<file path="config.mk">
export PLATFORM = sky130hd
export DESIGN_NAME = mux4_scan_sequencer
export DESIGN_NICKNAME = d
export VERILOG_FILES = /design/src/rtl/mux4_scan_sequencer.sv
export SDC_FILE = /design/constraint.sdc
export NUM_CORES = 1
export LEC_CHECK = 0
export BUFFER_PORTS_ARGS = -buffer_cell sky130_fd_sc_hd__buf_2
export CORE_MARGIN = 3
export CORE_UTILIZATION = 60
export DETAILED_ROUTE_END_ITERATION = 7
export PLACE_DENSITY = 0.85
export SLEW_MARGIN = 20
export SYNTH_ARGS = -nofsm -noshare
export SYNTH_HDL_FRONTEND = slang
export SYNTH_SLANG_ARGS = --single-unit
</file>
<file path="constraint.sdc">
create_clock -name clk -period 4.7 [get_ports clk]
set_clock_uncertainty 0.15 [all_clocks]
set_input_delay 0.235 -clock clk [delete_from_list [all_inputs] [get_ports clk]]
set_output_delay 0.235 -clock clk [all_outputs]
set_load 0.01 [all_outputs]
</file>
<file path="src/rtl/mux4_scan_sequencer.sv">
// mux4_scan_sequencer: steps a 4:1 mux through enabled channels, settles each, and snapshots y.
module mux4_scan_sequencer #(
  parameter int SETTLE = 2
) (
  input  logic       clk,
  input  logic       rst_n,
  input  logic       start,
  input  logic [3:0] mask,
  input  logic       y_in,
  output logic       s0,
  output logic       s1,
  output logic       busy,
  output logic       done,
  output logic [3:0] sample
);
  localparam logic [3:0] SET = 4'(SETTLE);
  typedef enum logic [1:0] {IDLE, SETTLE_WAIT, FINISH} state_t;
  state_t state;
  logic [3:0] mask_q, shadow, shadow_nx, cnt, above;
  logic [1:0] ch, nxt, first;
  logic has_nxt;
  assign ch = {s0, s1};
  always_comb begin
    first = mask[0] ? 2'd0 : mask[1] ? 2'd1 : mask[2] ? 2'd2 : 2'd3;
    above = mask_q & (4'b1110 << ch);
    has_nxt = |above;
    nxt = above[1] ? 2'd1 : above[2] ? 2'd2 : 2'd3;
    shadow_nx = shadow;
    shadow_nx[ch] = y_in;
  end
  always_ff @(posedge clk or negedge rst_n) begin
    if (!rst_n) begin
      state  <= IDLE;
      s0     <= 1'b0;
      s1     <= 1'b0;
      busy   <= 1'b0;
      done   <= 1'b0;
      sample <= 4'b0;
      shadow <= 4'b0;
      mask_q <= 4'b0;
      cnt    <= 4'b0;
    end else begin
      done <= 1'b0;
      case (state)
        IDLE: if (start) begin
          mask_q <= mask;
          shadow <= 4'b0;
          if (|mask) begin
            {s0, s1} <= first;
            cnt      <= SET;
            busy     <= 1'b1;
            state    <= SETTLE_WAIT;
          end else state <= FINISH;
        end
        SETTLE_WAIT: if (cnt == 4'd1) begin
          // capture the settled channel; the last capture publishes the snapshot
          shadow <= shadow_nx;
          if (has_nxt) begin
            {s0, s1} <= nxt;
            cnt      <= SET;
          end else begin
            sample <= shadow_nx;
            busy   <= 1'b0;
            done   <= 1'b1;
            cnt    <= 4'd0;
            state  <= IDLE;
          end
        end else cnt <= cnt - 4'd1;
        FINISH: begin
          sample <= 4'b0;
          done   <= 1'b1;
          state  <= IDLE;
        end
        default: state <= IDLE;
      endcase
    end
  end
endmodule

</file>
==> results of run 1 <==
## metrics by stage
step | cell area, µm² | setup WS [ps] | std cells | hold slack (ps) | total power [µW]
2_1_floorplan | 1240 | 2720 | 137 | -211 | 618
3_3_place_gp | 1310 | 2470 | 170 | 60.7 | 682
3_5_place_dp | 1310 | 2340 | 170 | 60.0 | 707
4_1_cts | 1340 | 2310 | 175 | 52.1 | 794
5_1_grt | 1350 | 2100 | 175 | 63.2 | 871
6_report | 1350 | 2310 | 175 | 55.0 | 801
## state kept, by name, summed over array words and instances (netlist names)
signal / count
busy: 1
sample: 4
mask_q: 3
cnt: 4
s1: 1
state: 2
s0: 1
done: 1
shadow: 4
## area by class of cell
type | count | area share
multi-input combinational | 102 | 0.484
sequential | 21 | 0.390
timing repair buffer | 16 | 0.0631
tap | 25 | 0.0232
inverter | 7 | 0.0195
clock buffer | 3 | 0.0167
clock inverter | 1 | 0.00371
## power by group through the flow
| stage | Sequential [µW] | Combinational [µW] | Clock, µW |
|---|---|---|---|
| after detailed placement | 326 | 381 | 0 |
| after global placement | 321 | 361 | 0 |
| final | 327 | 388 | 86.5 |
| after global routing | 339 | 438 | 94.1 |
| after floorplan | 305 | 313 | 0 |
| after CTS | 322 | 384 | 87.1 |
## cells by family (layout without fill, tap and decap cells)
| family | count (synthesis) | after routing | synth area share |
|---|---|---|---|
| XOR/XNOR | 1 | 1 | 0.00709 |
| AO/OA/AOI/OAI | 37 | 37 | 0.226 |
| AND/OR/NAND/NOR | 55 | 55 | 0.203 |
| flip-flops | 21 | 21 | 0.425 |
| buffers and inverters | 14 | 27 | 0.0516 |
| adder cells (fa/ha/maj) | 5 | 5 | 0.0506 |
| multiplexers | 4 | 4 | 0.0364 |
## worst min-delay path by stage
stage / endpoint / slack (ps) / cells after the start
final: mask_q[3] / 50 / 2
after global routing: mask_q[3] / 60 / 2
after CTS: mask_q[3] / 50 / 2
after detailed placement: s0 / 60 / 1
after global placement: mask_q[1] / 60 / 1
after floorplan: busy / -210 / 0
## synth_stat cells
| cell | instances |
|---|---|
| mux2_2 | 4 |
| or3b_4 | 1 |
| buf_6 | 1 |
| a211o_1 | 1 |
| xor2_1 | 1 |
| nor2b_1 | 2 |
| clkbuf_1 | 3 |
| buf_2 | 3 |
| ha_1 | 5 |
| nand3_1 | 4 |
| a21oi_4 | 1 |
| o2111a_1 | 1 |
| o21a_1 | 2 |
| a41oi_1 | 1 |
| a2111oi_2 | 1 |
| nor2_1 | 14 |
| nor3b_1 | 1 |
| a21oi_1 | 4 |
| nand2_1 | 26 |
| dfrtp_1 | 21 |
| nor4_2 | 1 |
| a211oi_2 | 1 |
| o32a_1 | 1 |
| o2bb2ai_1 | 1 |
| a22o_1 | 1 |
| o32ai_1 | 1 |
| o211ai_1 | 6 |
| inv_1 | 7 |
| nor2_2 | 1 |
| a21boi_0 | 2 |
| nand2b_1 | 2 |
| o31ai_1 | 1 |
| o221ai_1 | 1 |
| o21ai_0 | 10 |
| nor4_1 | 1 |
| a31o_2 | 1 |
| nand3b_1 | 1 |
| nor3_1 | 1 |
## per-layer routing
metal / wire length [µm] / track usage
met1: 1140 / 0.301
met2: 1340 / 0.379
met3: 128 / 0.0350
met4: 32 / 0.0699
met5: 0 / 0
==> summary.md, run 1 <==
| Metric | Value |
|---|---|
| GRT Overall Usage | 0.227 |
| Synth Register Bits | 21 |
| Final-stage net count | 164 |
| Max Clk Rate | 419 MHz |
| FF-to-FF setup slack | 2310 ps |
| RSZ-0062 raised after global routing | false |
| TritonCTS clock tree | yes |
| Cell Area, Synth | 1240 µm² |
| Clock Sinks | 21 |
| Net Sw Frac | 0.456 |
| Status | finished clean |
| ANT cells | 0 |
| Post-synth top area cell | dfrtp_1 |
| Period utilization | 0.508 |
| Initial drt markers | 43 |
| Initial antenna violation count | 0 |
| Period minus WS final | 2390 ps |
| Core Util, Final | 0.733 |
| Synth warnings | 0 |
| Share of cells above drive strength 1 | 0.207 |
| Max incr delay on CP | 560 ps |
| Area growth, synth to finish | 9.11% |
| Iteration count of the initial detailed-routing pass | 4 |
| First-pass GRT wire length | 4620 µm |
| Clk_lat worst skew | 300 ps |
| Initial Util | 0.672 |
| Register area | 526 µm² |
| Post-DRT Antenna Nets | 0 |
| P_leak | 0.000594 µW |
| Setup TNS | 0 ps |
| Commonest non-fill, non-tap cell in the layout | nand2_1 |
| Yosys cell types | 38 |
| Hold Path Class | in2reg |
| Hold Fails Final Rpt | 0 |
| Vias | 1073 |
| Synthesized Nets | 150 |
| Std-Cell Rows | 15 |
| CP startpoint kind | flip-flop |
| R2R Path Start | state[1] |
| DR vias/cell | 6.13 |
| Die width | 51.4 µm |
| Critical path buffers and inverters | 1 |
| Worst-case reg-to-reg path depth | 6 |
| CP max stage cell | ha_1 |
| HPWL after DPL | 2000 µm |
| GP Congestion | 0.849 |
| Worst-path clk slew | 120 ps |
| Slew Limit Fails | 0 |
| CTS buffer count | 3 |
| Crit path arrival time | 2440 ps |
| Final setup fails | 0 |
| Crit path capture | cnt[3] |
| Htree depth | 1 |
| Largest net degree at the start of global routing | 22 |
| Critical Path RT | 4750 ps |
| Post-CTS setup buffers | 0 |
| Total gr overflow | 0 |
| Max clock buf depth | 2 |
| Slew HR | 0.572 |
| Multi-input gate area | 653 µm² |
| Post-CTS resize count | 0 |
| Clock Power Share | 0.108 |
| Num ports | 16 |
| Share of the synthesized area in the top cell type | 0.425 |
| Top cells by area, synth | dfrtp_1 43%, nand2_1 7.9%, ha_1 5.1%, nor2_1 4.3%, o21ai_0 4.0% |
| Slew @ Worst Pin | 642 ps |
| Max VDD drop | 0.000373 V |
| DRC violations left | 0 |
| Clock root buffer | clkbuf_4 |
| Pint | 436 µW |
| Cts-stage hold buffer count | 1 |
| Avg Cell Area, Syn | 9.02 µm² |
| Worst Hold Launch | mask[3] |
| Die ar. | 2640 µm² |
| Routed WL | 2640 µm |
| Worst Path Max Fanout | 20 |
| Critical Path Source | state[1] |
| Ordered list of cells on the worst path | inv_1 -> ha_1 -> nand2b_1 -> a2111oi_2 -> a21oi_1 -> nor4_1 |
| Die Ht | 51.4 µm |
| Wirelength per Cell | 15.1 µm |
| Worst setup EP type | flip-flop |
| Reg2reg end | cnt[3] |
| Max Cap Viol | 0 |
| Synth Instances | 137 |
| Fillcell total | 152 |
| Sequential area share after synthesis | 0.425 |
| Gate power share | 0.484 |
| Sw power | 365 µW |
| Cell family with most CP delay | compound AO/OA/AOI/OAI gates |
| Flop pwr share | 0.408 |
| Power density cells | 594 nW/µm² |
| Core area | 1840 µm² |
| CP Depth | 6 |
| Vias in the first global route | 1070 |
| Most frequent cells in the layout | 26 x nand2_1, 21 x dfrtp_1, 15 x buf_2 |
| Worst Setup Path Type | reg2reg |
| PortBufs | 15 |
(Power assumes the default switching activity.)
==> inputs of run 2 (changes only) <==
--- a/config.mk
+++ b/config.mk
@@ -7,9 +7,9 @@
 export LEC_CHECK = 0
 export BUFFER_PORTS_ARGS = -buffer_cell sky130_fd_sc_hd__buf_2
 export CORE_MARGIN = 3
-export CORE_UTILIZATION = 60
+export CORE_UTILIZATION = 56
 export DETAILED_ROUTE_END_ITERATION = 7
-export PLACE_DENSITY = 0.85
+export PLACE_DENSITY = 0.81
 export SLEW_MARGIN = 20
 export SYNTH_ARGS = -nofsm -noshare
 export SYNTH_HDL_FRONTEND = slang
==> constraint.sdc (replaced) <==
create_clock -name clk -period 2.4 [get_ports clk]
set_clock_uncertainty 0.15 [all_clocks]
set_input_delay 0.12 -clock clk [delete_from_list [all_inputs] [get_ports clk]]
set_output_delay 0.12 -clock clk [all_outputs]
set_load 0.01 [all_outputs]
==> run 2 against run 1 <==
Net effect:
- largest power group unchanged
- sequential power rose by 94%
- utilization fell by 4.6 points
- via count fell by 1.7%
- flip-flop and latch count did not move
- first-iteration DRC count rose by 16%
- maximum frequency rose by 7.2%
- critical endpoint is now s1
- clock-buffer cell count rose by 1
- final area rose by 3.0%
==> summary.md, run 2 (synthesis gave the netlist of run 1 again) <==
| Metric | Value |
|---|---|
| Flop pwr share | 0.404 |
| HPWL after DPL | 1960 µm |
| Htree depth | 1 |
| Area growth, synth to finish | 12.3% |
| Max Cap Viol | 0 |
| Clock Power Share | 0.108 |
| Status | finished clean |
| Wirelength per Cell | 14.8 µm |
| Worst Path Max Fanout | 11 |
| P_leak | 0.000613 µW |
| Period utilization | 0.928 |
| Initial antenna violation count | 0 |
| GRT Overall Usage | 0.203 |
| Pint | 867 µW |
| Clk_lat worst skew | 300 ps |
| Iteration count of the initial detailed-routing pass | 5 |
| DRC violations left | 0 |
| Die width | 53.0 µm |
| Met2 Use GR | 0.335 |
| Std-Cell Rows | 16 |
| DR vias/cell | 5.80 |
| Biggest regs | cnt x4, sample x4, shadow x4 |
| ANT cells | 0 |
| Die ar. | 2810 µm² |
| Die Ht | 53.0 µm |
| Setup TNS | 0 ps |
| Crit path arrival time | 2280 ps |
| Commonest non-fill, non-tap cell in the layout | nand2_1 |
| Slew Limit Fails | 0 |
| Worst-path clk slew | 110 ps |
| R2R Path Start | state[1] |
| Final setup fails | 0 |
| Hold Fails Final Rpt | 0 |
| Vias in the first global route | 1019 |
| Max VDD drop | 0.000700 V |
| Slew HR | 0.559 |
| TritonCTS clock tree | yes |
| PortBufs | 15 |
| Power density cells | 1130 nW/µm² |
| Worst Setup Path Type | reg2reg |
| Net Sw Frac | 0.447 |
| Total power | 1570 µW |
| Routed WL | 2700 µm |
| Max clock buf depth | 2 |
| Num ports | 16 |
| Worst setup EP type | flip-flop |
| CP startpoint kind | flip-flop |
| Total gr overflow | 0 |
| Sw power | 702 µW |
| Critical Path RT | 2450 ps |
| Slew @ Worst Pin | 662 ps |
| M3 GR Usage | 0.0338 |
| Post-CTS resize count | 0 |
| GP Congestion | 0.842 |
| RSZ-0062 raised after global routing | false |
| Clock Sinks | 21 |
| Max Clk Rate | 449 MHz |
| CTS buffer count | 3 |
| Critical Path Source | state[1] |
| Worst Hold Launch | start |
| First-pass GRT wire length | 4160 µm |
| Share of cells above drive strength 1 | 0.200 |
| Clock root buffer | clkbuf_4 |
| Initial Util | 0.611 |
| Period minus WS final | 2230 ps |
| Vias | 1055 |
| Most frequent cells in the layout | 26 x nand2_1, 21 x dfrtp_1, 15 x buf_2 |
| Final-stage net count | 169 |
| Post-DRT Antenna Nets | 0 |
| Largest net degree at the start of global routing | 22 |
| Core area | 2020 µm² |
| Gate power share | 0.488 |
| Met1 Use GR | 0.247 |
| Most used routing layer | met2 |
| Initial drt markers | 50 |
| Hold Path Class | in2reg |
run 2: cell count changes in the layout (fill, tap and decap cells not counted), sizes merged:
cell	change
buf	+2
clkbuf	+1
clkinv	-1
dlygate4sd3	+3
run 2: power groups by stage:
stage                     sequential [µW]  clock, µW  combinational (µW)
after floorplan                       597          0                 613
after global placement                630          0                 726
after detailed placement              639          0                 755
after CTS                             630        173                 760
after global routing                  651        184                 852
final                                 634        169                 766
run 2: final cells by class:
type / count / area (µm²)
Multi-Input combinational cell: 102 / 647
Sequential cell: 21 / 526
Tap cell: 27 / 33.8
Fill cell: 144 / 633
Timing Repair Buffer: 21 / 130
Inverter: 7 / 26.3
Clock buffer: 4 / 26.3
run 2: worst paths after layout:
check                       endpoint  slack (ps)  depth (start not counted)
max                               s1         170                          7
min in group asynchronous  mask_q[1]         140                          2
max reg2reg                       s1         170                          7
min reg2reg                shadow[2]         350                          2
min                         state[1]          10                          4
max in group asynchronous     cnt[3]        1630                          2
run 2: repair_timing:
action	CTS	global route
hold buffers	4	0
setup buffers	0	0
endpoints found under the hold margin	24	0
run 2: metrics by stage:
stage           util  instances  hold WS [ps]  instance area (µm²)  setup slack (ps)
2_1_floorplan      -        137          -326                 1240               423
3_3_place_gp   0.654        174         -51.9                 1320               334
3_5_place_dp   0.654        174         -49.2                 1320               208
4_1_cts        0.687        182          12.4                 1390               202
5_1_grt        0.687        182          14.8                 1390              41.4
6_report       0.687        182          13.1                 1390               173
run 2: worst max-delay path, stage by stage, from the launching register on:
cell and delay, ps:
dfrtp_1 420, inv_1 110, ha_1 280, nand2_1 280, a22o_1 380, a21oi_4 230, a41oi_1 150, o21a_1 130
run 2: layer usage:
layer	vias to the layer above	part of all wire	routed length (µm)
met2	39	0.48	1310
met5	-	0	0
met1	495	0.45	1210
li1	517	-	-
met4	0	0.016	42
met3	4	0.050	135
